==> config.mk <==
export PLATFORM = sky130hd
export DESIGN_NAME = contador_seq_monitor
export DESIGN_NICKNAME = d
export VERILOG_FILES = /design/src/rtl/contador_seq_monitor.sv
export SDC_FILE = /design/constraint.sdc
export NUM_CORES = 1
export LEC_CHECK = 0
export CAP_MARGIN = 5
export CORE_MARGIN = 8
export CORE_UTILIZATION = 45
export CTS_CLUSTER_SIZE = 28
export DETAILED_ROUTE_END_ITERATION = 6
export GPL_TIMING_DRIVEN = 0
export PLACE_DENSITY = 0.7
export SLEW_MARGIN = 10
export SYNTH_ARGS = -nofsm -noshare
export SYNTH_HDL_FRONTEND = slang
export SYNTH_SLANG_ARGS = --single-unit
==> constraint.sdc <==
create_clock -name clk -period 2.5 [get_ports clk]
set_clock_uncertainty 0.15 [all_clocks]
set_input_delay 0.375 -clock clk [delete_from_list [all_inputs] [get_ports clk]]
set_output_delay 0.375 -clock clk [all_outputs]
set_load 0.02 [all_outputs]
==> src/rtl/contador_seq_monitor.sv <==
// Sequence monitor for a free-running counter: checks each sample is previous+1,
// reports lock status, step errors and wrap-arounds with saturating counters.
module contador_seq_monitor #(
  parameter int unsigned CNT_W    = 4,
  parameter int unsigned LOCK_LEN = 4,
  parameter int unsigned ERRCNT_W = 8,
  parameter int unsigned WRAP_W   = 8
) (
  input  logic                clk,
  input  logic                reset,
  input  logic [CNT_W-1:0]    contador,
  input  logic                clear_err,
  output logic                locked,
  output logic                err_pulse,
  output logic                err_sticky,
  output logic [ERRCNT_W-1:0] err_count,
  output logic                wrap_pulse,
  output logic [WRAP_W-1:0]   wrap_count
);

  localparam int unsigned GoodW = $clog2(LOCK_LEN + 1);

  localparam logic [CNT_W-1:0]    CntMax   = '1;
  localparam logic [ERRCNT_W-1:0] ErrMax   = '1;
  localparam logic [WRAP_W-1:0]   WrapMax  = '1;
  localparam logic [GoodW-1:0]    LockLenW = GoodW'(LOCK_LEN);

  typedef enum logic [1:0] {StAcq, StTrack, StLocked} state_e;

  state_e           state_q;
  logic [CNT_W-1:0] prev_q;
  logic [GoodW-1:0] good_cnt_q;

  logic [CNT_W-1:0] prev_inc;
  logic             step_ok;
  logic             err_evt;
  logic             wrap_evt;

  always_comb begin
    prev_inc = prev_q + CNT_W'(1);
    step_ok  = (contador == prev_inc);
    err_evt  = (state_q == StLocked) && !step_ok;
    // A good step out of the all-ones value can only land on zero.
    wrap_evt = (state_q != StAcq) && step_ok && (prev_q == CntMax);
  end

  always_ff @(posedge clk or posedge reset) begin
    if (reset) begin
      state_q    <= StAcq;
      prev_q     <= '0;
      good_cnt_q <= '0;
      locked     <= 1'b0;
      err_pulse  <= 1'b0;
      err_sticky <= 1'b0;
      err_count  <= '0;
      wrap_pulse <= 1'b0;
      wrap_count <= '0;
    end else begin
      prev_q     <= contador;
      err_pulse  <= err_evt;
      wrap_pulse <= wrap_evt;

      if (wrap_evt && (wrap_count != WrapMax)) begin
        wrap_count <= wrap_count + WRAP_W'(1);
      end

      // A same-edge error overrides clear_err and restarts the count at one.
      if (err_evt) begin
        err_sticky <= 1'b1;
        if (clear_err) begin
          err_count <= ERRCNT_W'(1);
        end else if (err_count != ErrMax) begin
          err_count <= err_count + ERRCNT_W'(1);
        end
      end else if (clear_err) begin
        err_sticky <= 1'b0;
        err_count  <= '0;
      end

      unique case (state_q)
        StAcq: begin
          state_q    <= StTrack;
          good_cnt_q <= '0;
        end
        StTrack: begin
          if (step_ok) begin
            if (good_cnt_q == LockLenW - GoodW'(1)) begin
              state_q    <= StLocked;
              locked     <= 1'b1;
              good_cnt_q <= LockLenW;
            end else begin
              good_cnt_q <= good_cnt_q + GoodW'(1);
            end
          end else begin
            good_cnt_q <= '0;
          end
        end
        StLocked: begin
          if (!step_ok) begin
            state_q    <= StTrack;
            locked     <= 1'b0;
            good_cnt_q <= '0;
          end
        end
        default: begin
          state_q    <= StAcq;
          locked     <= 1'b0;
          good_cnt_q <= '0;
        end
      endcase
    end
  end

endmodule

* Yosys cells after proc, flatten, opt, wreduce, memory -nomap -nowiden
Cells that the tools add are included.
Word-level totals: word-level logic and storage cells 54, output and inout bits 20, input bits 7, bits in registers 29
Operators by class: reduce and logical (&&, ||, !) cells 12, eq/ne operators 10, mux-type cells 18, add/sub/neg operators 4, bitwise gates (word level) 1
Operators by type and width (count):
- $mux W8 | 4
- $add A8 B1 Y8 const B | 2
- $ne A8 B8 Y1 const B | 2
- $mux W3 | 3
- $mux W2 | 3
- $ne A2 B2 Y1 const B | 3
- $pmux W2 S3 | 1
- $pmux W3 S2 | 1
- $reduce_bool A2 Y1 | 3
- $mux W1 | 5
- $add A4 B1 Y4 const B | 1
- $eq A4 B4 Y1 | 1
- $eq A4 B4 Y1 const B | 1
- $logic_and A1 B1 Y1 | 4
- $reduce_and A4 Y1 | 1
- $add A3 B1 Y3 const B | 1
- $eq A3 B2 Y1 const B | 1
- $pmux W1 S3 | 1
- $reduce_and A3 Y1 | 1
- $eq A2 B1 Y1 const B | 1
- $eq A2 B2 Y1 const B | 1
- $logic_not A2 Y1 | 1
- $reduce_and A2 Y1 | 1
- $logic_not A1 Y1 | 1
- $not A1 Y1 | 1

* Depth between registers and ports, before layout
Gate-level depths: netlist of the first run.
depth in word-level cells 6, gate-level depth with buffers 7, mapped depth without buffers 7

* Worst setup path before layout of the first run
OpenSTA, ideal clock, no wires.
path kind register to register, start point register prev_q[0], end point register err_count[2], period minus slack after synthesis 2.213 ns, data required time 2.222 ns, cell stages (with the launch flop) 7, data arrival time 1.936 ns, path slack 0.287 ns, buffers on the path 0, path through dfrtp_1 > ha_1 > xor3_1 > or3_4 > o21ai_4 > nor3b_1 > mux2_1
On the way: word-level cells in the longest chain between the ends 6, elaborated cells on any way between the ends 7
RTL lines:
- start: declaration | RTL line 31 | logic [CNT_W-1:0] prev_q;
- start signal: assignment | RTL line 59 | prev_q <= contador;
- $add A4 B1 Y4 (*) | RTL line 40 | prev_inc = prev_q + CNT_W'(1);
- $eq A4 B4 Y1 (*) | RTL line 41 | step_ok = (contador == prev_inc);
- $logic_not A1 Y1 (*)
- $logic_and A1 B1 Y1 (*) | RTL line 42 | err_evt = (state_q == StLocked) && !step_ok;
- $reduce_bool A2 Y1 (no line)
- $reduce_and A2 Y1 (no line)
- end signal: assignment | RTL line 73 | err_count <= err_count + ERRCNT_W'(1);
- end: declaration | RTL line 16 | output logic [ERRCNT_W-1:0] err_count,
Mark *: on every way between the ends. The rest lies on a longest branch, timed or not. A chain may end at the register's enable or synchronous reset.

* Final worst setup path of the first run
start point input contador[2], end point register err_count[4]
On the way: word-level cells in the longest chain between the ends 5, elaborated cells on any way between the ends 6
RTL lines:
- start: declaration | RTL line 11 | input logic [CNT_W-1:0] contador,
- $eq A4 B4 Y1 (*) | RTL line 41
- $logic_not A1 Y1 (*)
- $logic_and A1 B1 Y1 (*) | RTL line 42
- net err_evt | RTL line 36 | logic err_evt;
- $reduce_bool A2 Y1 (no line)
- $reduce_and A2 Y1 (no line)
Mark *: on every way through the listed nets, which the timed path passes. The rest lies on a longest branch.

==> out/qor.yml, run 1 <==
status:
  status: "finished, final reports clean"
die:
  die_w_um: 72.8
  io_pins: 27
  die_y_um: 72.8
  coreArea_mm2: 0.00305
  die_area_mm2: 0.00531
  initial_core_util_pct: 47.6
  num_rows: 20
setup_path:
  worstPathArrival_ps: 2340
  critPathKind: "input port to flop"
  crit_slowest_cell: "clkdlybuf4s50_1"
  reg2reg_to: "err_count[7]$_DFFE_PP0P_"
  path_delay_family: "buffers and inverters"
  r2r_setup_slack_ps: 250
  worstPathMaxFanout: 6
  reg2regPathDepth: 7
  crit_required_ps: 2550
  slowest_delay_ps: 480
  cp-start-kind: "input port"
  crit_buf_inv: 2
  reg2reg_from: "prev_q[0]$_DFF_PP0_"
  crit_path_cell_trace: "clkdlybuf4s50_1 -> xor3_1 -> or3_4 -> o21ai_4 -> inv_2 -> a41oi_1 -> nor3_2"
  worst_setup_path_end_kind: "flop"
placement:
  dp_hpwl_um: 2180
  placed_cell_area_mm2: 0.00177
  io_buffer_count: 26
  gp_congestion: 0.791
power:
  irDropWorstVdd_uv: 339
  power.density_mw_per_mm2: 528
  finalPower_w: 0.000986
  leakagePower_nw: 0.789
routing:
  drtIter0Drc: 83
  route.detailed.drc: 0
  detail-route-antenna-nets: 0
  vias: 1135
  drtPass1Iterations: 4
  drt-total-wl_um: 3010
  viasPerCell: 5.33
  wl_per_cell_um: 14.1
synthesis:
  synth_top_family_by_area: "simple AND/OR/NAND/NOR gates"
  synth-adder-area-share_pct: 4.30
  syn_area_per_cell_um2: 10.9
  ys_warn_count: 0
  netlist_area_mm2: 0.00145
  ys_ff_latch: 29
  synthMuxAreaShare_pct: 3.79
  synth-compound-area-share_pct: 9.38
  syn_inst: 133
  synthXorXnorAreaFrac_pct: 9.29
  synth-seq-area-share_pct: 49.9
  synth_nets: 145
  synthDistinctLibCells: 39
  synth-simple-area-share_pct: 21.0
timing:
  slew_headroom_pct: 29.1
  slew_violations: 0
  post-route-min-period_ps: 2290
  grt_setup_unrepaired: "false"
  tightest_slew_ps: 1060
  hold_violations: 0
  finalSetupViolations: 0
  fin_crit_sh_pct: 91.6
  max_freq_mhz: 437
clock_tree:
  cts_buffer_depth: 2
  cts_root_buffer: "clkbuf_4"
  cts_tree: "yes"
  path_clk_slew_ps: 90
  cts.sinks: 29
  htreeDepth: 2
  cts_buffers: 5
  clock_latency_ps: 320
  cts_hold_buf: 0
flow_run:
  maxCapViolations: 0
cells_and_area:
  antenna_cells: 0
  drive_gt1_share_pct: 11.2
  fillers: 276
  stdcell_area_mm2: 0.00187
  final_nets: 180
  synthToLayoutAreaGrowth_pct: 28.4
global_routing:
  grt_remaining_overflow: 0
  grt_pass1_vias: 1120
  grt_max_degree: 30
  track_usage_pct: 12.2
  antenna_found_initial: 0
  grt_first_pass_wirelength_um: 5090
worst_hold_path:
  hold_path_depth: 1
  worstHoldPathType: "flop to flop"
  min_from: "wrap_count[4]$_DFFE_PP0P_"
  hold-path-endpoint: "wrap_count[4]$_DFFE_PP0P_"
registers in the layout, indices dropped and copies added (netlist names):
signal      flops
good_cnt_q      3
prev_q          4
wrap_count      8
wrap_pulse      1
state_q         2
locked          1
err_count       8
err_pulse       1
err_sticky      1
power breakdown:
| group | switching, W | internal, W | leakage [nW] | total (W) |
|---|---|---|---|---|
| combinational | 0.0000470 | 0.0000422 | 0.354 | 0.0000891 |
| clock | 0.000163 | 0.000239 | 0.0455 | 0.000402 |
| sequential | 0.0000152 | 0.000479 | 0.390 | 0.000494 |
routing by layer:
metal	global-route usage, %	up-vias	part of all wire, %	wire [um]
met5	0	-	0	0
met4	5.56	0	1.6	48
met3	5.63	5	7.7	231
met2	19.9	31	47	1430
met1	13.1	553	43	1310
li1	-	546	-	-
cell type report:
cell class	instances	area, um2	area share [%]
multi-input combinational	95	694	37.2
clock buffer	7	55.1	2.95
clock inverter	1	30.0	1.61
buffer	2	7.51	0.402
inverter	7	26.3	1.41
sequential	29	726	38.9
tap	44	55.1	2.95
timing repair buffer	28	273	14.6
through the flow:
step	setup TNS, ps	worst slack [ps]	hold slack (ps)	std cells	util [%]
final	0	210	354	213	61.1
after global routing	0	94.3	371	213	61.1
after CTS	0	96.2	357	211	60.7
after detailed placement	-0.0346	-0.0346	339	203	58.0
after global placement	0	38.3	343	203	58.0
after floorplan	0	287	256	133	-
worst max-delay path by stage:
| stage | startpoint | endpoint | cells after the start |
|---|---|---|---|
| after floorplan | prev_q[0]$_DFF_PP0_ | err_count[2]$_DFFE_PP0P_ | 6 |
| after global routing | contador[2] | err_count[4]$_DFFE_PP0P_ | 7 |
| after detailed placement | contador[2] | err_count[4]$_DFFE_PP0P_ | 7 |
| final | contador[2] | err_count[4]$_DFFE_PP0P_ | 7 |
| after CTS | prev_q[0]$_DFF_PP0_ | err_count[4]$_DFFE_PP0P_ | 7 |
| after global placement | contador[2] | err_count[4]$_DFFE_PP0P_ | 7 |
layout by cell type, fill, tap and decap left out, types with 3 or more instances in the layout:
cell type / synthesis / layout
a21oi_1: 5 / 5
a22oi_1: 3 / 3
and3_1: 4 / 4
clkbuf_1: 2 / 3
clkbuf_4: 0 / 5
clkdlybuf4s50_1: 0 / 26
dfrtp_1: 29 / 29
ha_1: 5 / 5
inv_1: 6 / 6
nand2_1: 5 / 5
nand2b_1: 5 / 5
nand3_1: 4 / 4
nand4_1: 7 / 7
nor2_1: 15 / 15
nor2b_1: 3 / 3
o21ai_0: 3 / 3
xnor2_1: 7 / 7
cell families (layout without fill, tap and decap cells):
kind of cell	after synthesis	in the layout
compound gates	19	19
simple gates	54	54
buf+inv	9	45
xor+xnor	12	12
flops	29	29
fa+ha+maj	5	5
mux	5	5
synth_stat cells:
cell	count	area (um2)
mux2_1	2	22.5
or4_1	2	15.0
clkbuf_1	2	7.51
mux2i_1	1	10.0
o32ai_1	1	8.76
mux2_2	2	22.5
o41ai_1	1	8.76
and2_1	1	6.26
a31oi_1	1	6.26
o31ai_1	1	7.51
nor2b_1	3	18.8
nor3_2	1	10.0
a22oi_1	3	22.5
xor2_2	1	16.3
inv_2	1	3.75
xnor2_2	1	16.3
nand2_1	5	18.8
and3_1	4	25.0
nand3_1	4	20.0
o2111ai_1	1	8.76
a21oi_1	5	25.0
o21ai_4	1	16.3
nor3_1	2	10.0
inv_1	6	22.5
nor3b_1	2	15.0
nor2_1	15	56.3
nand4_1	7	43.8
nand2b_1	5	31.3
nor4_2	1	12.5
a311oi_1	1	8.76
xor3_1	1	23.8
xor2_1	2	17.5
o21ai_0	3	15.0
dfrtp_1	29	726
a41oi_1	1	8.76
xnor2_1	7	61.3
ha_1	5	62.6
and4b_2	1	11.3
or3_4	1	11.3
timing repair:
item                       CTS  global route
setup buffers                0             2
setup endpoints to repair    0             1
gates resized for setup      0             0
Note: power is estimated with default switching activity, not from simulation.
==> run 2: changes to the inputs <==
- CORE_ASPECT_RATIO: default -> 1.25
==> out/qor.yml, run 2 (synthesis results as in run 1) <==
worst_hold_path:
  worstHoldPathType: "flop to flop"
  min_from: "wrap_count[4]$_DFFE_PP0P_"
cells_and_area:
  layout_common_cells: "dfrtp_1, clkdlybuf4s50_1, nor2_1"
  synthToLayoutAreaGrowth_pct: 28.6
  layout_commonest_cell: "dfrtp_1"
  multi_input_area_um2: 694  # unchanged
  regArea_um2: 726  # unchanged
  stdcell_area_mm2: 0.00187  # +0.13%
  top_regs: "err_count x8, wrap_count x8, prev_q x4"
  fillers: 264  # -4.3%
  stdcell_count: 205  # -3.8%
  drive_gt1_share_pct: 11.3  # +0.067 points
  final_nets: 179  # -0.56%
  antenna_cells: 0  # unchanged
setup_path:
  critPathLaunch: "prev_q[0]$_DFF_PP0_"
  crit_required_ps: 2500  # -50 ps
  critPathKind: "flop to flop"
  worst_setup_path_end_kind: "flop"
  worstPathArrival_ps: 2380  # +40 ps
  cp-start-kind: "flop"
  worstPathMaxFanout: 8  # +2
  reg2reg_from: "prev_q[0]$_DFF_PP0_"
die:
  die_area_mm2: 0.00532  # +0.22%
  coreArea_mm2: 0.00314  # +2.7%
  io_pins: 27  # unchanged
  die_y_um: 79.6  # +9.2%
  die_w_um: 66.8  # -8.2%
  initial_core_util_pct: 46.4  # -1.3 points
  num_rows: 23  # +15%
timing:
  grt_setup_unrepaired: "false"
  slew_violations: 0  # unchanged
  fin_crit_sh_pct: 95.4  # +3.8 points
  finalHoldWorstSlack_ps: 363  # +8.70 ps
  tightest_slew_ps: 1070  # +8.58 ps
  slew_headroom_pct: 28.5  # -0.57 points
  post-route-min-period_ps: 2390  # +96.2 ps
  hold_violations: 0  # unchanged
  max_freq_mhz: 419  # -4.0%
  tns_ps: 0  # unchanged
  finalSetupViolations: 0  # unchanged
routing:
  drtIter0Drc: 46  # -45%
  viasPerCell: 5.40  # +1.4%
  vias: 1108  # -2.4%
  detail-route-antenna-nets: 0  # unchanged
  route.detailed.drc: 0  # unchanged
  drt-total-wl_um: 3020  # about the same
  wl_per_cell_um: 14.7  # +4.0%
  drtPass1Iterations: 5  # +1
clock_tree:
  cts_tree: "yes"
  cts.sinks: 29  # unchanged
  cts_buffer_depth: 2  # unchanged
  cts_buffers: 5  # unchanged
  cts_resized: 0  # unchanged
  clock_latency_ps: 280  # -40 ps
  path_clk_slew_ps: 60  # -30 ps
  cts_root_buffer: "clkbuf_8"
  htreeDepth: 2  # unchanged
power:
  finalPower_w: 0.00100  # +1.7%
  irDropWorstVdd_uv: 370  # +9.0%
  leakagePower_nw: 0.795  # +0.73%
  power.density_mw_per_mm2: 536  # +1.6%
placement:
  dp_cells: 196  # -3.4%
  dp_hpwl_um: 2200  # +0.97%
  io_buffer_count: 26  # unchanged
  placed_cell_area_mm2: 0.00176  # -0.50%
  gp_congestion: 0.831  # +5.0%
global_routing:
  track_usage_pct: 12.3  # +0.082 points
  grt_pass1_vias: 1134  # +1.3%
  grt_first_pass_wirelength_um: 5090  # +0.14%
  antenna_found_initial: 0  # unchanged
  grt_remaining_overflow: 0  # unchanged
  grt_max_degree: 30  # unchanged
flow_run:
  maxCapViolations: 0  # unchanged
status:
  status: "finished, final reports clean"
[run 2: timing repair]
item	4_1_cts	5_1_grt
endpoints found under the setup margin	0	3
hold endpoints to repair	0	0
buffers inserted	0	1
hold buffers	0	0
[run 2: path summary, 6_finish.rpt]
path	end	slack [ps]	depth (start not counted)
min	wrap_count[4]$_DFFE_PP0P_	360	1
min reg2reg	wrap_count[4]$_DFFE_PP0P_	360	1
max reg2reg	err_count[4]$_DFFE_PP0P_	110	7
max in group asynchronous	err_count[1]$_DFFE_PP0P_	1040	2
max	err_count[4]$_DFFE_PP0P_	110	7
min in group asynchronous	wrap_pulse$_DFF_PP0_	510	2
[run 2: area by class of cell]
class                   count  share of cell area (%)
clock buffers               7                    5.15
plain buffers               2                   0.402
multi-input cells          95                    37.1
flip-flops and latches     29                    38.8
clock inverters             1                   0.268
repair buffers             27                    14.3
well taps                  37                    2.48
inverters                   7                    1.41
[run 2: power breakdown]
group          switching (W)  total [W]  leakage, nW  internal, W
Sequential         0.0000142   0.000494        0.390     0.000480
Combinational      0.0000465  0.0000883        0.351    0.0000418
Clock               0.000171   0.000420       0.0542     0.000248
Total               0.000232    0.00100        0.795     0.000770
[run 2: critical path, stage by stage, from the launching register on]
cell	delay, ps
dfrtp_1	400
ha_1	230
xor3_1	410
or3_4	370
o21ai_4	270
inv_2	100
a41oi_1	250
nor3_2	70
[run 2: stage by stage]
stage                     worst slack, ps  util [%]
after floorplan                       287         -
after global placement               28.5      56.1
after detailed placement            -31.4      56.1
after CTS                            76.6      59.4
after global routing                 16.2      59.6
final                                 114      59.6
[run 2: per-layer routing]
metal  up-vias  GRT usage, %  wire (um)  share of wire, %
li1        547             -          -                 -
met4         0          6.42         67               2.2
met2        32          19.8       1410                47
met3         8          5.06        222               7.4
met1       521          13.4       1320                44
met5         -             0          0                 0
